`src/rtl/fifo_rd_packer.sv`:
```
// fifo_rd_packer: pops bytes from the async FIFO read port and packs PACK_N of them into one stream word
//
// Parameters:
//   PACK_N      bytes per output word (2..8)
//   CW          width of m_bcnt, at least clog2(PACK_N+1)
// Ports:
//   rclk        read-domain clock
//   rrst_n      synchronous active-low reset
//   rempty      FIFO empty flag
//   rinc        FIFO pop request (combinational)
//   rdata       FIFO read data, valid the cycle after rinc
//   flush       single-cycle request to emit the partially packed word
//   flush_busy  high while a flush is being processed
//   m_valid     output word valid
//   m_ready     downstream accept
//   m_data      packed word, byte k in lane k
//   m_bcnt      number of valid bytes in m_data
//   m_last      word was produced by a flush
// Build option:
//   FIFO_RD_PACKER_MSB_FIRST_EN  places byte k in lane PACK_N-1-k instead of lane k
module fifo_rd_packer #(
    parameter int PACK_N = 4,
    parameter int CW     = 4
) (
    input  logic                rclk,
    input  logic                rrst_n,
    input  logic                rempty,
    output logic                rinc,
    input  logic [7:0]          rdata,
    input  logic                flush,
    output logic                flush_busy,
    output logic                m_valid,
    input  logic                m_ready,
    output logic [8*PACK_N-1:0] m_data,
    output logic [CW-1:0]       m_bcnt,
    output logic                m_last
);
    localparam int PW = $clog2(PACK_N + 1);
    localparam logic [PW-1:0] FULL = PW'(PACK_N);
    localparam logic [PW-1:0] TOP  = PW'(PACK_N - 1);

    typedef enum logic [1:0] {PACK, FLUSH_WAIT, FLUSH_EMIT} state_t;

    state_t              state, state_nx;
    logic [PW-1:0]       pcnt, pcnt_eff, pcnt_nx, lane;
    logic                pend;
    logic [8*PACK_N-1:0] pack, pack_nx;
    logic                out_free, emit_due, move;

    assign out_free   = !m_valid || m_ready;
    assign emit_due   = (state == FLUSH_EMIT) && (pcnt != '0);
    assign move       = ((pcnt == FULL) || emit_due) && out_free;
    // A move empties the pack register in the same cycle, so a byte landing now goes to lane 0.
    assign pcnt_eff   = move ? '0 : pcnt;
    assign pcnt_nx    = pcnt_eff + {{(PW-1){1'b0}}, pend};
    // Counting the byte still in flight keeps the pack register from ever overflowing.
    assign rinc       = rrst_n && !rempty && (state == PACK) &&
                        ({1'b0, pcnt_eff} + {{PW{1'b0}}, pend} < {1'b0, FULL});
    assign flush_busy = (state != PACK);

`ifdef FIFO_RD_PACKER_MSB_FIRST_EN
    assign lane = TOP - pcnt_eff;
`else
    assign lane = pcnt_eff;
`endif

    always_comb begin
        pack_nx = move ? '0 : pack;
        if (pend) pack_nx[{lane, 3'b000} +: 8] = rdata;
    end

    always_comb begin
        state_nx = state;
        unique case (state)
            PACK:       state_nx = flush ? FLUSH_WAIT : PACK;
            FLUSH_WAIT: state_nx = pend ? FLUSH_WAIT : FLUSH_EMIT;
            FLUSH_EMIT: state_nx = ((pcnt == '0) || out_free) ? PACK : FLUSH_EMIT;
            default:    state_nx = PACK;
        endcase
    end

    always_ff @(posedge rclk) begin
        if (!rrst_n) begin
            state   <= PACK;
            pcnt    <= '0;
            pend    <= 1'b0;
            pack    <= '0;
            m_valid <= 1'b0;
            m_data  <= '0;
            m_bcnt  <= '0;
            m_last  <= 1'b0;
        end else begin
            state <= state_nx;
            pcnt  <= pcnt_nx;
            pend  <= rinc;
            pack  <= pack_nx;
            if (move) begin
                m_valid <= 1'b1;
                m_data  <= pack;
                m_bcnt  <= CW'(pcnt);
                m_last  <= emit_due;
            end else if (m_ready) begin
                m_valid <= 1'b0;
            end
        end
    end
endmodule

```
`config.mk`:
```
export PLATFORM = sky130hd
export DESIGN_NAME = fifo_rd_packer
export DESIGN_NICKNAME = d
export VERILOG_FILES = /design/src/rtl/fifo_rd_packer.sv
export SDC_FILE = /design/constraint.sdc
export NUM_CORES = 1
export LEC_CHECK = 0
export ABC_CLOCK_PERIOD_IN_PS = 7110
export CAP_MARGIN = 15
export CORE_MARGIN = 2
export CORE_UTILIZATION = 56
export DETAILED_ROUTE_END_ITERATION = 12
export PLACE_DENSITY = 0.84
export SLEW_MARGIN = 20
export SYNTH_ARGS = -nofsm -noshare
export SYNTH_HDL_FRONTEND = slang
export SYNTH_SLANG_ARGS = --single-unit
```
`constraint.sdc`:
```
create_clock -name rclk -period 7.11 [get_ports rclk]
set_input_delay 1.422 -clock rclk [delete_from_list [all_inputs] [get_ports rclk]]
set_output_delay 1.422 -clock rclk [all_outputs]
set_load 0.02 [all_outputs]
```
==> results.tsv, run 1 <==
metric	value	unit
Yosys reg bits	75	
Hold Crit Class	reg -> reg	
syn_area_per_cell	9.12	um2
CTS Buf Count	9	
# clock sinks	75	
relative slew slack	48.2	%
global-route wire length before repair	10800	um
Post-CTS Setup Inserts	0	
fin crit share	75.2	%
Avg WL per Cell	13.5	um
Finish-stage setup viols	0	
DR vias/cell	5.24	
GR Util All Layers	22.3	%
Clk Tree Root Cell	clkbuf_8	
Mapped Area	3040	um2
top_reg_cell synth	dfxtp_1	
Clock Latency Late Sink	0.34	ns
fin crit period	5.35	ns
post-route ant nets	0	
post-DP HPWL	4010	um
Remaining DRCs	0	
CP Buf/Inv Count	3	
synthesized net count	350	
Clock Pin Slew Worst Setup and Hold Paths	0.07	ns
most numerous cell in the Yosys netlist	nand2_1	
Crit Path Class	in -> out	
Total Neg Setup Slack	0	ns
worst slew pin tran	0.777	ns
PwrDens	218	nW/um2
CP max stage delay	0.62	ns
PortBufs	51	
fraction of final layout cells sized beyond drive strength 1	6.81	%
Die X	77.6	um
worst reg-to-reg path cell count	8	
post-synth top area share	49.4	%
H-tree Lvls	3	
required time worst endpoint	5.69	ns
CTS resizes	0	
die area	6030	um2
Via Count	2368	
GRT overflow	0	
CP endpoint kind	primary output	
CTS tree	built	
# nets final	394	
yosys warns	0	
Area Overhead vs Synth	23.5	%
vias in the first global route	2382	
Synth area leaders	dfxtp_1, mux2i_1, nand2_1	
status	finished clean	
Clock Skew	0.00818	ns
CP Launch Type	primary input	
cell depth of the worst setup path	9	
Initial Util	58.7	%
final WL	6090	um
Hold Path Cell Cnt	2	
Peak VDD IR	0.124	mV
EDFF count, synth	0	
Leak Pwr	1.29	nW
Arr. time, crit path	3.93	ns
die height	77.6	um
Crit-path slowest cell	clkdlybuf4s50_1	
fmax	187	MHz
Crit path max-delay family	buffers and inverters	
total power	0.000817	W
most instantiated cells after synthesis	nand2_1, dfxtp_1, mux2i_1, a21oi_1, nor2_1	
largest net degree at the start of global routing	84	
total core area	5170	um2
crit-path max FO	6	
drt pass-1 iters	4	
I/O pins	53	
CP Cell Sequence	clkdlybuf4s50_1 -> nor2b_1 -> o21ai_0 -> inv_1 -> ha_1 -> ha_1 -> nand3_1 -> mux2i_1 -> clkdlybuf4s50_1	
n_diodes	0	
Syn Inst Count	333	
final hold vios	0	
sequential element share of the synthesized area	49.4	%
RSZ-0062 raised after global routing	no	
Max-cap violations	0	
CTS Hold Bufs	0	
row cnt	26	
CTS Buffer Depth	2	
final RePlAce weighted congestion	0.874	
drt initial violations	182	
Yosys cell types	37	
antenna violations before repair	0	
Async SR Flop Fraction	0	%
max-slew violations	0	
Synth area leader	dfxtp_1	
[worst min-delay path, stage by stage (launching register included)]
cell,delay [ns]
dfxtp_1,0.31
nand2_1,0.05
mux2i_1,0.05
[metrics by stage]
step	hold WS (ns)	utilization, %	worst slack [ns]	instance area, um2	instances
after floorplan	0.437	-	2.86	3040	333
after CTS	0.460	72.2	1.77	3740	451
after global placement	0.441	68.3	1.97	3530	435
after detailed placement	0.448	68.3	1.82	3530	435
final	0.459	72.5	1.76	3750	452
after global routing	0.479	72.5	1.56	3750	452
[metal layers]
metal | share of wire, % | GRT usage (%)
met1 | 48 | 29.6
met2 | 46 | 35.1
met3 | 5.0 | 3.95
met4 | 1.9 | 10.7
met5 | 0 | 0
[area by class of cell]
class | count | area, um2
sequential | 75 | 1500
timing repair buffer | 54 | 536
tap | 70 | 87.6
multi-input combinational | 235 | 1420
clock buffer | 12 | 155
fill | 392 | 1420
clock inverter | 4 | 48.8
inverter | 2 | 7.51
[report_power, final]
part,leakage (nW),internal [W],switching (W)
clock network,0.106,0.000181,0.000149
registers,0.605,0.000425,0.00000521
logic,0.583,0.0000232,0.0000340
total,1.29,0.000629,0.000188
[worst paths after layout]
path,startpoint,slack (ns),to
max,m_ready,1.76,rinc
min,m_data[18],0.46,m_data[18]
max reg2reg,m_valid,4.36,pack[16]
min reg2reg,m_data[18],0.46,m_data[18]
[sequential cells by signal (all words and copies together), names as in the netlist]
signal	count
pend	1
pack	32
pcnt	3
m_valid	1
m_data	32
m_bcnt	3
m_last	1
state	2
[kinds of logic (layout without fill, tap and decap cells)]
group | after synthesis | in the layout | share of synthesized area (%)
compound gates | 38 | 38 | 8.61
buf+inv | 23 | 72 | 3.96
flops | 75 | 75 | 49.4
other cells | 1 | 1 | 0.123
mux | 46 | 46 | 15.3
simple gates | 146 | 146 | 20.9
fa+ha+maj | 4 | 4 | 1.65
[cell usage in the layout, fill, tap and decap left out, types with 7 or more instances in the layout]
cell type and count:
a21oi_1 18, clkdlybuf4s50_1 50, nand2_1 104, a22o_1 8
dfxtp_1 75, clkbuf_8 11, mux2i_1 45, o21ai_0 7
nor2_1 13
Power figures use the tool's default switching activity.
==> inputs of run 2 (changes only) <==
--- a/config.mk
+++ b/config.mk
@@ -5,12 +5,12 @@
 export SDC_FILE = /design/constraint.sdc
 export NUM_CORES = 1
 export LEC_CHECK = 0
-export ABC_CLOCK_PERIOD_IN_PS = 7110
+export ABC_CLOCK_PERIOD_IN_PS = 5550
 export CAP_MARGIN = 15
 export CORE_MARGIN = 2
-export CORE_UTILIZATION = 56
+export CORE_UTILIZATION = 52
 export DETAILED_ROUTE_END_ITERATION = 12
-export PLACE_DENSITY = 0.84
+export PLACE_DENSITY = 0.79
 export SLEW_MARGIN = 20
 export SYNTH_ARGS = -nofsm -noshare
 export SYNTH_HDL_FRONTEND = slang
==> constraint.sdc (replaced) <==
create_clock -name rclk -period 5.55 [get_ports rclk]
set_input_delay 1.11 -clock rclk [delete_from_list [all_inputs] [get_ports rclk]]
set_output_delay 1.11 -clock rclk [all_outputs]
set_load 0.02 [all_outputs]
==> run 2 against run 1 <==
Compared with the run above: clock power up 6.7%; non-clock buffer count unchanged; final cell count up 0.22%; wire length down 0.44%; total power up 19%.
==> results.tsv, run 2 (synthesized netlist as in run 1, its figures left out) <==
metric	value	unit	change
fraction of final layout cells sized beyond drive strength 1	6.30	%	-0.51 points
fin crit share	83.1	%	
Crit Path Class	in -> out		
post-route ant nets	0		unchanged
drt pass-1 iters	4		unchanged
Remaining DRCs	0		unchanged
die area	6470	um2	+7.3%
row cnt	27		+3.8%
Post-CTS Setup Inserts	0		unchanged
CTS resizes	0		unchanged
Hold Path Cell Cnt	2		unchanged
CTS Buffer Depth	2		unchanged
H-tree Lvls	3		unchanged
relative slew slack	48.9	%	+0.73 points
drt initial violations	167		-8.2%
final RePlAce weighted congestion	0.908		+3.9%
Avg WL per Cell	13.4	um	-0.66%
min-delay src	pack[19]		
PortBufs	51		unchanged
status	finished clean		
largest net degree at the start of global routing	83		-1.2%
PwrDens	263	nW/um2	+21%
post-DP HPWL	4040	um	+0.75%
vias in the first global route	2224		-6.6%
worst slew pin tran	0.766	ns	-0.0110 ns
GR Util All Layers	20.6	%	-1.7 points
Max-cap violations	0		unchanged
fmax	217	MHz	
Initial Util	54.5	%	-4.2 points
Via Count	2372		+0.17%
top flop regs	m_data (32), pack (32)		
required time worst endpoint	4.44	ns	-1.25 ns
GRT overflow	0		unchanged
Clock Pin Slew Worst Setup and Hold Paths	0.07	ns	about the same
Total Neg Setup Slack	0	ns	unchanged
hold endpoint	m_data[19]		
Arr. time, crit path	3.50	ns	-0.43 ns
final WL	6060	um	-0.44%
fin crit period	4.61	ns	
worst reg-to-reg setup slack	2.81	ns	-1.55 ns
Place WS	0.961	ns	-0.856 ns
Clock Latency Late Sink	0.34	ns	about the same
Peak VDD IR	0.200	mV	+62%
Area Overhead vs Synth	22.0	%	
final hold vios	0		unchanged
antenna violations before repair	0		unchanged
total core area	5570	um2	+7.8%
Reg-to-Reg Start	m_valid		
reg-to-reg endpoint	pack[18]		
Clock Skew	0.0131	ns	+0.00497 ns
placed instance area	3530	um2	about the same
CP startpoint	m_ready		
Worst Slack Setup Final	0.940	ns	-0.820 ns
CTS Buf Count	9		unchanged
Die X	80.4	um	+3.6%
commonest non-fill, non-tap cell in the layout	nand2_1		
CP endpoint kind	primary output		
die height	80.4	um	+3.6%
max-slew violations	0		unchanged
# nets final	394		unchanged
commonest non-fill, non-tap cells in the layout	nand2_1, dfxtp_1, clkdlybuf4s50_1, mux2i_1, a21oi_1		
final instance area	3710	um2	-1.2%
worst reg-to-reg path cell count	8		unchanged
Finish-stage setup viols	0		unchanged
n_diodes	0		unchanged
# clock sinks	75		unchanged
DR vias/cell	5.24		about the same
crit-path max FO	6		unchanged
global-route wire length before repair	10200	um	-5.3%
Leak Pwr	1.27	nW	-1.7%
Hold Crit Class	reg -> reg		
RSZ-0062 raised after global routing	no		
CP Launch Type	primary input		
Clk Tree Root Cell	clkbuf_8		
CTS Hold Bufs	0		unchanged
CTS tree	built		
I/O pins	53		unchanged
[run 2: layer usage]
layer  share of wire (%)  vias up  GRT usage (%)
met5                   0        -              0
met4                0.45        0           8.14
met3                 5.2        2           5.51
met2                  47       69           32.6
met1                  48     1111           26.6
li1                    -     1190              -
[run 2: worst max-delay path by stage]
stage | end | cells past startpoint
3_5_place_dp | rinc | 9
6_report | rinc | 9
3_3_place_gp | rinc | 9
2_1_floorplan | rinc | 8
4_1_cts | rinc | 9
5_1_grt | rinc | 9
[run 2: power breakdown]
part	internal, W	switching [W]
combinational	0.0000291	0.0000439
sequential	0.000544	0.00000650
clock	0.000170	0.000182
total	0.000743	0.000232
[run 2: through the flow]
step,cells,power [W],hold WS [ns],util (%)
after global placement,437,0.000632,0.441,63.4
after global routing,453,0.00102,0.471,66.5
after detailed placement,437,0.000633,0.447,63.4
after CTS,452,0.000982,0.457,66.3
after floorplan,333,0.000609,0.437,-
final,453,0.000976,0.452,66.5
[run 2: layout make-up]
class	count	area, um2
Clock buffer	12	145
Fill cell	461	1870
Clock inverter	3	15.0
Timing Repair Buffer	54	532
Inverter	2	7.51
Tap cell	72	90.1
Sequential cell	75	1500
Multi-Input combinational cell	235	1420
[run 2: worst max-delay path, cell delays in order]
cell,delay (ns)
clkdlybuf4s50_1,0.42
nor2b_1,0.42
o21ai_0,0.24
inv_1,0.10
ha_1,0.16
ha_1,0.19
nand3_1,0.10
mux2i_1,0.14
clkdlybuf4s50_1,0.61
